`src/rtl/audio_pkg.sv`:
```
// audio_pkg: shared sample/velocity types, voice FSM states and scaling constants.
package audio_pkg;
    typedef logic signed [15:0] sample_t;
    typedef logic [6:0] velocity_t;
    typedef enum logic [1:0] {IDLE, FETCH, SCALE, PRESENT} voice_state_t;
    localparam int VEL_SHIFT = 7;
endpackage

```
`src/rtl/velocity_scaler.sv`:
```
// velocity_scaler: registered signed sample times unsigned velocity, shifted right by VEL_SHIFT.
module velocity_scaler
    import audio_pkg::*;
#(
    parameter int VEL_WIDTH = 7
) (
    input  logic                 clk,
    input  logic                 rst_n,
    input  logic                 en,
    input  logic [15:0]          din,
    input  logic [VEL_WIDTH-1:0] vel,
    output logic [15:0]          dout
);
    localparam int PW = 16 + VEL_WIDTH + 1;
    logic signed [PW-1:0] prod;
    logic unused_prod;
    // velocity is zero-extended so it multiplies as a non-negative gain below 1.0
    assign prod = PW'($signed(din)) * PW'($signed({1'b0, vel}));
    assign unused_prod = ^{prod[PW-1:VEL_SHIFT+16], prod[VEL_SHIFT-1:0]};
    always_ff @(posedge clk or negedge rst_n) begin
        if (!rst_n) dout <= '0;
        else if (en) dout <= prod[VEL_SHIFT+15:VEL_SHIFT];
    end
endmodule

```
`src/rtl/sample_voice.sv`:
```
// sample_voice: single PCM playback voice streaming words from memory to a valid/ready lane.
// Define SAMPLE_VOICE_VELOCITY_EN to add the registered velocity multiply (SCALE state).
module sample_voice
    import audio_pkg::*;
#(
    parameter int ADDR_WIDTH = 24,
    parameter int VEL_WIDTH  = 7
) (
    input  logic                  clk,
    input  logic                  rst_n,
    input  logic                  trigger,
    input  logic [VEL_WIDTH-1:0]  trigger_velocity,
    input  logic [ADDR_WIDTH-1:0] start_addr,
    input  logic [ADDR_WIDTH-1:0] sample_len,
    output logic                  mem_req,
    output logic [ADDR_WIDTH-1:0] mem_addr,
    input  logic                  mem_rvalid,
    input  logic [15:0]           mem_rdata,
    output logic [15:0]           dout,
    output logic                  dout_valid,
    input  logic                  dout_ready,
    output logic                  active
);
    localparam logic [ADDR_WIDTH-1:0] ONE = 1;
    voice_state_t state;
    logic [ADDR_WIDTH-1:0] addr, remaining;
    logic [VEL_WIDTH-1:0] vel;
    logic pending, discard;
    logic note_on, note_off, rd_done, busy;
    assign note_off = trigger && trigger_velocity == '0;
    assign note_on  = trigger && trigger_velocity != '0 && sample_len != '0;
    assign rd_done  = pending && mem_rvalid;
    // a read that is still in flight after this cycle blocks a new request
    assign busy     = pending && !mem_rvalid;
`ifdef SAMPLE_VOICE_VELOCITY_EN
    logic [15:0] scaled;
    velocity_scaler #(.VEL_WIDTH(VEL_WIDTH)) u_scaler (
        .clk  (clk),
        .rst_n(rst_n),
        .en   (rd_done),
        .din  (mem_rdata),
        .vel  (vel),
        .dout (scaled)
    );
`else
    logic unused_vel;
    assign unused_vel = ^vel;
`endif
    always_ff @(posedge clk or negedge rst_n) begin
        if (!rst_n) begin
            state      <= IDLE;
            addr       <= '0;
            remaining  <= '0;
            vel        <= '0;
            pending    <= 1'b0;
            discard    <= 1'b0;
            mem_req    <= 1'b0;
            mem_addr   <= '0;
            dout       <= '0;
            dout_valid <= 1'b0;
            active     <= 1'b0;
        end else begin
            mem_req <= 1'b0;
            if (rd_done) begin
                pending <= 1'b0;
                discard <= 1'b0;
            end
            if (note_on) begin
                state      <= FETCH;
                active     <= 1'b1;
                dout_valid <= 1'b0;
                addr       <= start_addr;
                remaining  <= sample_len;
                vel        <= trigger_velocity;
                discard    <= busy;
                if (!busy) begin
                    mem_req  <= 1'b1;
                    mem_addr <= start_addr;
                    pending  <= 1'b1;
                end
            end else if (note_off) begin
                state      <= IDLE;
                active     <= 1'b0;
                dout_valid <= 1'b0;
            end else begin
                case (state)
                    FETCH: if (rd_done) begin
                        if (discard) begin
                            mem_req  <= 1'b1;
                            mem_addr <= addr;
                            pending  <= 1'b1;
                        end else begin
`ifdef SAMPLE_VOICE_VELOCITY_EN
                            state <= SCALE;
`else
                            dout       <= mem_rdata;
                            dout_valid <= 1'b1;
                            state      <= PRESENT;
`endif
                        end
                    end
`ifdef SAMPLE_VOICE_VELOCITY_EN
                    SCALE: begin
                        dout       <= scaled;
                        dout_valid <= 1'b1;
                        state      <= PRESENT;
                    end
`endif
                    PRESENT: if (dout_ready) begin
                        dout_valid <= 1'b0;
                        addr       <= addr + ONE;
                        remaining  <= remaining - ONE;
                        if (remaining == ONE) begin
                            state  <= IDLE;
                            active <= 1'b0;
                        end else begin
                            state    <= FETCH;
                            mem_req  <= 1'b1;
                            mem_addr <= addr + ONE;
                            pending  <= 1'b1;
                        end
                    end
                    default: ;
                endcase
            end
        end
    end
endmodule

```
`config.mk`:
```
export PLATFORM = sky130hd
export DESIGN_NAME = sample_voice
export DESIGN_NICKNAME = d
export VERILOG_FILES = /design/src/rtl/audio_pkg.sv /design/src/rtl/velocity_scaler.sv /design/src/rtl/sample_voice.sv
export SDC_FILE = /design/constraint.sdc
export NUM_CORES = 1
export LEC_CHECK = 0
export CAP_MARGIN = 10
export CORE_UTILIZATION = 30
export DETAILED_ROUTE_END_ITERATION = 12
export PLACE_DENSITY = 0.52
export RECOVER_POWER = 50
export SLEW_MARGIN = 10
export SYNTH_ARGS = -nofsm -noshare
export SYNTH_HDL_FRONTEND = slang
export SYNTH_SLANG_ARGS = --single-unit
```
`constraint.sdc`:
```
create_clock -name clk -period 2.5 [get_ports clk]
set_input_delay 0.375 -clock clk [delete_from_list [all_inputs] [get_ports clk]]
set_output_delay 0.375 -clock clk [all_outputs]
set_load 0.05 [all_outputs]
```
==> flow_metrics.py, run 1 <==
metrics = {
    "min_path": {
        "hp-class": "primary input to asynchronous set/reset pin",
    },
    "global_route": {
        "first_global_vias": 5409,
        "antenna_found_initial": 0,
        "grt_pass1_wl_mm": 28.6,
        "grt_overflow": 0,
        "grt_max_degree": 95,
        "grt.total_usage_pct": 18.8,
    },
    "yosys": {
        "synth_cell_type_count": 52,
        "synthTopCellsByCount": "94 x dfrtp_1, 55 x nor3_1, 52 x a21oi_1",
        "yosysMostFrequentCell": "dfrtp_1",
        "avgSynthCellArea_sq_um": 9.57,
        "yosysWarnings": 0,
        "ys.flop_type": "dfrtp_1",
        "ys_ff_latch": 94,
        "synth-edff-count": 0,
        "netlist_area_sq_um": 5560,
        "synth_top_area_share_pct": 42.3,
        "async_flop_share_pct": 100,
        "syn_inst": 581,
        "synth_top_area_cell": "dfrtp_1",
        "synth_nets": 660,
        "yosys-top-cells-area": "dfrtp_1 42%, xor2_1 5.0%, nor3_1 5.0%, a21oi_1 4.7%, o31ai_1 4.2%",
        "ys_seq_area_share_pct": 42.3,
    },
    "critical_path": {
        "critPathLaunchType": "primary input",
        "r2r_slack_ns": 0.20,
        "worst_setup_path_end_kind": "flip-flop",
        "r2r_end": "remaining[18]",
        "reg2reg_depth": 5,
        "critical_path_class": "primary input to flip-flop",
        "required_ns": 2.75,
        "crit_start": "sample_len[8]",
        "r2r-start": "remaining[5]",
        "cp.arrival_ns": 2.64,
        "crit_end": "dout[14]",
        "crit_fanout": 17,
    },
    "clock_network": {
        "cts_buffers": 9,
        "clockBufferDepth": 2,
        "cts_root_buf": "clkbuf_16",
        "path_clk_slew_ns": 0.07,
        "post_cts_buffers": 0,
        "insertion_delay_ns": 0.36,
        "htreeDepth": 3,
        "cts_tree": "done",
        "cts.sinks": 94,
    },
    "job": {
        "maxCapViolations": 0,
    },
    "timing": {
        "hold_ws_ns": 0.411,
        "fin_setup_tns_ns": 0,
        "rsz0062_at_grt": "false",
        "slew_headroom_pct": 11.0,
        "fin_crit_ns": 2.40,
        "setup_violations": 0,
        "finClkSkew_ns": 0.00827,
        "slew_viol_final": 0,
        "fmax_mhz": 417,
        "finalCritPeriodShare_pct": 95.9,
        "hold_violations": 0,
        "worst_slew_pin_slew_ns": 1.34,
    },
    "layout": {
        "area_growth_pct": 40.0,
        "drive_gt1_share_pct": 17.5,
        "fin_area_sq_um": 7780,
        "final_cells": 967,
        "fin_nets": 812,
        "antenna_cells": 0,
    },
    "placement": {
        "place_inst": 951,
        "place_area_sq_um": 7480,
        "io_buffer_count": 118,
        "gp_congestion": 0.862,
        "dp_hpwl_mm": 12.7,
    },
    "drt": {
        "drt-total-wl_mm": 17.6,
        "vias_per_cell": 5.54,
        "final_antenna_net_count": 0,
        "drt_pass1_iterations": 9,
        "wl_per_cell_microns": 18.2,
        "drc_errors": 24,
        "drtIter0Drc": 455,
        "vias": 5359,
    },
    "power_and_ir_drop": {
        "powerDensity_nw_per_um2": 731,
        "peakVddDrop_mv": 0.412,
        "total_power_w": 0.00569,
        "p_leak_nw": 2.94,
    },
    "floorplanning": {
        "dieArea_sq_um": 19100,
        "coreArea_sq_um": 18100,
        "fp.dieH_microns": 138,
        "die_w_microns": 138,
        "start_util_pct": 30.7,
        "ios": 119,
        "num_rows": 49,
    },
    "run_status": {
        "failed_checks": "DRC",
        "status": "finished, violations left",
    },
}
## sequential cells by signal (all words and copies together), names as in the netlist
name and cells:
active 1, addr 24, discard 1, dout 16
dout_valid 1, mem_addr 24, mem_req 1, pending 1
remaining 24, state 1
## placed cells by master (no fill, tap or decap), drive strengths merged, types with 5 or more instances in the layout
cell type | synthesis | final
and2 | 5 | 5
nand3 | 20 | 20
nor4 | 21 | 21
clkbuf | 37 | 11
nor2 | 12 | 12
nand4 | 24 | 24
xnor2 | 18 | 18
and3 | 5 | 5
o221ai | 24 | 24
a31oi | 10 | 10
dfrtp | 94 | 94
a211oi | 11 | 11
nor3 | 55 | 55
mux2 | 20 | 20
o31a | 8 | 8
or3 | 6 | 6
nand2 | 18 | 18
nand4b | 5 | 5
dlygate4sd3 | 0 | 21
o31ai | 31 | 31
inv | 12 | 16
or4 | 7 | 7
clkdlybuf4s50 | 0 | 96
buf | 16 | 75
o21ai | 5 | 5
xor2 | 32 | 32
a21oi | 52 | 52
## power by group
| group | leakage (nW) | switching [W] | total [W] | internal (W) |
|---|---|---|---|---|
| clock network | 0.147 | 0.000681 | 0.00139 | 0.000708 |
| registers | 1.08 | 0.000249 | 0.00207 | 0.00182 |
| logic | 1.71 | 0.00136 | 0.00223 | 0.000876 |
## metrics by stage
stage	utilization [%]	setup WS, ns
2_1_floorplan	-	0.122
5_1_grt	43.0	0.0316
6_report	43.0	0.103
3_3_place_gp	41.3	-0.374
4_1_cts	43.0	0.00258
3_5_place_dp	41.3	-0.415
## layout make-up
type                            instances  area, sq um
Sequential cell                        94         2350
Inverter                               12         45.0
Timing Repair Buffer                  194         1830
Multi-Input combinational cell        422         2970
Fill cell                            1705        10300
Tap cell                              229          287
Clock inverter                          7         76.3
Clock buffer                            9          225
## what timing repair did
action	CTS	global route
setup endpoints to repair	34	40
pin swaps	0	1
gates resized for setup	1	4
endpoints found under the hold margin	0	0
hold buffers	0	0
## logic make-up (layout without fill, tap and decap cells)
kind of cell               Yosys count  after routing  share of synthesized area (%)
AOI/OAI and AO/OA                  156            156                           19.8
muxes                               22             22                           5.02
adders and majority gates            3              3                          0.675
xor gates and xnor gates            50             50                           7.88
buffers and inverters               65            222                           4.88
DFF                                 94             94                           42.3
and+or+nand+nor                    191            191                           19.5
## routing by layer
metal	part of all wire (%)	global-route usage, %	wire length [microns]	vias to the layer above
met3	5.1	3.67	906	21
met1	46	25.2	8170	2631
met4	1.9	6.51	327	0
met5	0	0	0	-
met2	47	30.4	8200	165
li1	-	-	-	2542
## worst min-delay path by stage
| stage | slack (ns) | endpoint | depth (start not counted) |
|---|---|---|---|
| floorplan | 0.08 | active | 0 |
| global placement | 0.46 | remaining[10] | 2 |
| detailed placement | 0.47 | remaining[10] | 2 |
| CTS | 0.09 | remaining[10] | 2 |
| global route | 0.53 | dout[7] | 1 |
| finish | 0.41 | remaining[10] | 2 |
## worst max-delay path: stages
cell,delay (ns)
clkdlybuf4s50_1,0.43
nor4_1,0.43
and4_4,0.34
a31oi_4,0.10
or4_1,0.40
buf_4,0.23
mux2_4,0.32
Power figures use the tool's default switching activity.
==> run 2: changes to the inputs <==
--- a/config.mk
+++ b/config.mk
@@ -10,6 +10,7 @@
 export DETAILED_ROUTE_END_ITERATION = 12
 export PLACE_DENSITY = 0.52
 export RECOVER_POWER = 50
+export SKIP_CTS_REPAIR_TIMING = 1
 export SLEW_MARGIN = 10
 export SYNTH_ARGS = -nofsm -noshare
 export SYNTH_HDL_FRONTEND = slang
==> run 2 against run 1 <==
The flow still finishes with violations (DRC). Count of clock-buffer cells in the layout is the same. Total power hardly changed. Flip-flop and latch count unchanged. Maximum frequency down 0.90%. Clock skew about the same. Cell count unchanged. Largest cell class unchanged.
==> flow_metrics.py, run 2 (synthesis results as in run 1) <==
metrics = {
    "min_path": {
        "hp-class": "primary input to asynchronous set/reset pin",
    },
    "run_status": {
        "status": "finished, violations left",
        "failed_checks": "DRC",
    },
    "clock_network": {
        "cts.sinks": 94,
        "cts_root_buf": "clkbuf_16",
        "insertion_delay_ns": 0.36,
        "path_clk_slew_ns": 0.07,
        "clockBufferDepth": 2,
        "htreeDepth": 3,
        "cts_buffers": 9,
        "cts_tree": "done",
    },
    "drt": {
        "drt_pass1_iterations": 11,
        "drtIter0Drc": 472,
        "drc_errors": 24,
        "vias_per_cell": 5.55,
        "vias": 5370,
        "final_antenna_net_count": 0,
        "drt-total-wl_mm": 17.6,
        "wl_per_cell_microns": 18.2,
    },
    "global_route": {
        "first_global_vias": 5410,
        "grt_overflow": 0,
        "antenna_found_initial": 0,
        "grt_pass1_wl_mm": 28.6,
        "grt_max_degree": 95,
        "grt.total_usage_pct": 18.8,
    },
    "placement": {
        "dp_hpwl_mm": 12.7,
        "io_buffer_count": 118,
        "place_inst": 951,
        "place_area_sq_um": 7480,
        "gp_congestion": 0.862,
    },
    "floorplanning": {
        "dieArea_sq_um": 19100,
        "die_w_microns": 138,
        "ios": 119,
        "num_rows": 49,
        "start_util_pct": 30.7,
        "coreArea_sq_um": 18100,
        "fp.dieH_microns": 138,
    },
    "layout": {
        "top_regs": "addr x24, mem_addr x24, remaining x24",
        "fin_area_sq_um": 7780,
        "area_growth_pct": 40.0,
        "layout_commonest_cell": "clkdlybuf4s50_1",
        "final_util_pct": 43.0,
        "final_cells": 967,
        "fillCellCount": 1705,
        "fin_nets": 812,
        "layout_common_cells": "96 x clkdlybuf4s50_1, 94 x dfrtp_1, 68 x buf_4, 55 x nor3_1, 52 x a21oi_1",
        "drive_gt1_share_pct": 17.5,
        "antenna_cells": 0,
    },
    "timing": {
        "hold_violations": 0,
        "finClkSkew_ns": 0.00820,
        "fin_crit_ns": 2.42,
        "rsz0062_at_grt": "false",
        "worst_slew_pin_slew_ns": 1.34,
        "slew_viol_final": 0,
        "fmax_mhz": 414,
        "fin_setup_tns_ns": 0,
        "finalCritPeriodShare_pct": 96.7,
        "slew_headroom_pct": 10.7,
        "setup_violations": 0,
    },
    "power_and_ir_drop": {
        "p_leak_nw": 2.94,
        "powerDensity_nw_per_um2": 731,
        "peakVddDrop_mv": 0.411,
    },
    "critical_path": {
        "critPathTopFamily": "simple AND/OR/NAND/NOR gates",
        "critPathLaunchType": "primary input",
        "slowest_stage": "nor4_1",
        "cp_slowest_stage_delay_ns": 0.45,
        "crit_fanout": 17,
        "worst_setup_path_end_kind": "flip-flop",
        "required_ns": 2.75,
        "critical_path_class": "primary input to flip-flop",
        "path_buf_inv": 2,
        "crit_chain": "clkdlybuf4s50_1 > nor4_1 > and4_4 > a31oi_4 > or4_1 > buf_4 > mux2_4",
        "cp.arrival_ns": 2.66,
    },
    "job": {
        "maxCapViolations": 0,
    },
}
-- run 2: cell counts in the layout (fill, tap and decap cells not counted) --
Identical to the previous run, type by type.
-- run 2: worst paths after layout --
| path | from | to | slack, ns | cells after the start |
|---|---|---|---|---|
| setup reg to reg | remaining[6] | remaining[18] | 0.20 | 5 |
| min in group clk | dout[10] | dout[10] | 0.51 | 1 |
| setup / recovery | sample_len[8] | dout[14] | 0.08 | 7 |
| max in group asynchronous | rst_n | addr[4] | 1.20 | 2 |
| hold reg to reg | dout[10] | dout[10] | 0.51 | 1 |
| hold / removal | rst_n | remaining[10] | 0.40 | 2 |
-- run 2: through the flow --
stage                     setup slack, ns  hold WS (ns)  total power (W)
after detailed placement           -0.415         0.472          0.00438
after CTS                         -0.0434        0.0879          0.00580
after floorplan                     0.122        0.0794          0.00347
after global placement             -0.374         0.459          0.00434
after global routing               0.0316         0.528          0.00596
final                              0.0816         0.404          0.00569
-- run 2: cell type report --
cell class              count  area (sq um)  share of cell area [%]
clock buffers               9           225                    2.89
flip-flops and latches     94          2350                    30.2
multi-input cells         422          2970                    38.2
clock inverters             7          76.3                   0.981
inverters                  12          45.0                   0.579
well taps                 229           287                    3.68
repair buffers            194          1830                    23.5
-- run 2: metal layers --
metal	up-vias	track usage [%]	share of wire, %
met3	21	3.67	5.6
met5	-	0	0
met4	0	6.51	1.9
met2	170	30.4	46
li1	2540	-	-
met1	2639	25.2	46
-- run 2: where the power goes --
| part | switching, W | internal, W | leakage, nW |
|---|---|---|---|
| combinational | 0.00136 | 0.000876 | 1.71 |
| clock | 0.000677 | 0.000708 | 0.147 |
| sequential | 0.000251 | 0.00182 | 1.08 |
==> RTL change, RTL diff (flow settings as in run 1) <==
Build with the macro `SAMPLE_VOICE_VELOCITY_EN` defined.
--- a/src/rtl/sample_voice.sv
+++ b/src/rtl/sample_voice.sv
@@ -2,2 +2,4 @@
 // Define SAMPLE_VOICE_VELOCITY_EN to add the registered velocity multiply (SCALE state).
+`define SAMPLE_VOICE_VELOCITY_EN
+
 module sample_voice
Check against the original RTL: not equivalent (a bounded check fails within 4 cycles, from zero or initial values and one cycle with rst_n low).
==> RTL change against run 1 <==
The run ends with negative setup slack left; critical path type is now flip-flop to flip-flop; maximum frequency is 46% lower; final area grew 90%; global-route usage is 2.2 points lower; wire length is 54% higher; synthesized area up 82%; setup slack worse by 2000 ps; highest routed layer is now met5; power grew to 2.6 times the old value; sequential cell count grew 24; critical path depth increased by 9.
==> RTL change: results (changes against run 1) <==
<table>
<tr><th>Metric</th><th>Value</th></tr>
<tr><th colspan="2">Run status</th></tr>
<tr><td>Status</td><td>finished with violations</td></tr>
<tr><td>Violations in the final reports</td><td>negative setup slack</td></tr>
<tr><th colspan="2">Worst setup path</th></tr>
<tr><td>Largest fanout on the critical path</td><td>5 (-12)</td></tr>
<tr><td>Library cell contributing the largest single delay on the critical path</td><td>fa_1</td></tr>
<tr><td>Worst-case reg-to-reg path depth</td><td>16 (+11)</td></tr>
<tr><td>Terminus of the critical flop-to-flop path</td><td>u_scaler.dout[11]</td></tr>
<tr><td>CP Data Arrival Time</td><td>4710 ps (+2070 ps)</td></tr>
<tr><td>Biggest cell delay along the critical path</td><td>560 ps (+130 ps)</td></tr>
<tr><td>Setup Crit Path Kind</td><td>flip-flop to flip-flop</td></tr>
<tr><th colspan="2">CTS</th></tr>
<tr><td>Hold Buf Count CTS</td><td>1 (+1)</td></tr>
<tr><td>Post-CTS Resized</td><td>100 (+99)</td></tr>
<tr><th colspan="2">Place</th></tr>
<tr><td>Hpwl dp</td><td>20.72 mm (+63%)</td></tr>
<tr><th colspan="2">Global routing</th></tr>
<tr><td>First-pass GRT wire length</td><td>44.95 mm (+57%)</td></tr>
<tr><td>Pin count of the biggest net entering global routing</td><td>43 (-55%)</td></tr>
<tr><td>Initial antenna violation count</td><td>1 (+1)</td></tr>
<tr><th colspan="2">Timing</th></tr>
<tr><td>Number of setup violations in the final report</td><td>41 (+41)</td></tr>
<tr><td>Final WS setup</td><td>-1906 ps (-2010 ps)</td></tr>
<tr><td>Fin Clk Skew</td><td>16.05 ps (+7.783 ps)</td></tr>
<tr><td>Worst-margin pin slew</td><td>1137 ps (-198.3 ps)</td></tr>
<tr><th colspan="2">Logic synthesis</th></tr>
<tr><td>Commonest cells in the synthesized netlist</td><td>inv_1 (121), nand2_1 (119), dfrtp_1 (118), and2_1 (85), fa_1 (83)</td></tr>
<tr><td>Fraction of the mapped netlist area in adder cells</td><td>22.14% (+21 points)</td></tr>
<tr><td>Largest cells by area after synthesis</td><td>dfrtp_1 (29%), fa_1 (16%), ha_1 (5.7%)</td></tr>
<tr><th colspan="2">Layout</th></tr>
<tr><td>Number of nets in the final layout</td><td>1581 (+95%)</td></tr>
<tr><td>Fraction of final layout cells with drive strength greater than 1</td><td>31.82% (+14 points)</td></tr>
<tr><th colspan="2">Route</th></tr>
<tr><td>Initial DRC count</td><td>342 (-25%)</td></tr>
<tr><td>First drt pass iteration count</td><td>4 (-5)</td></tr>
<tr><th colspan="2">Power</th></tr>
<tr><td>Switching part of the total power</td><td>41.83% (+1.6 points)</td></tr>
<tr><td>Comb power</td><td>0.00939 W (+320%)</td></tr>
<tr><th colspan="2">Min path</th></tr>
<tr><td>Class of the tightest hold or removal check</td><td>flip-flop to flip-flop</td></tr>
</table>
## RTL change: layout make-up
type	count	area share, %
Clock buffer	17	2.878
Tap cell	442	3.741
Multi-Input combinational cell	786	48.15
Sequential cell	118	19.99
Clock inverter	15	1.312
Timing Repair Buffer	332	20.85
Inverter	121	3.073
## RTL change: tightest hold or removal path, cell delays in order, from the launching register on
cell and delay, ps:
dfrtp_1 340, nand2_1 50, o21ai_1 60
## RTL change: per-stage QoR
step / utilization (%) / instances / instance area (µm²)
after floorplan: - / 1066 / 10300
after global placement: 40.70 / 1775 / 13380
after detailed placement: 40.70 / 1775 / 13380
after CTS: 44.52 / 1827 / 14630
after global routing: 44.97 / 1831 / 14780
final: 44.97 / 1831 / 14780
## RTL change: metal layers
layer	track usage, %	vias to the layer above	share of wire, %	routed length, µm
li1	-	4150	-	-
met5	0	-	0.052	14
met4	4.397	2	1.7	456
met2	28.73	134	49	13220
met1	21.73	4146	46	12480
met3	2.426	31	3.3	890
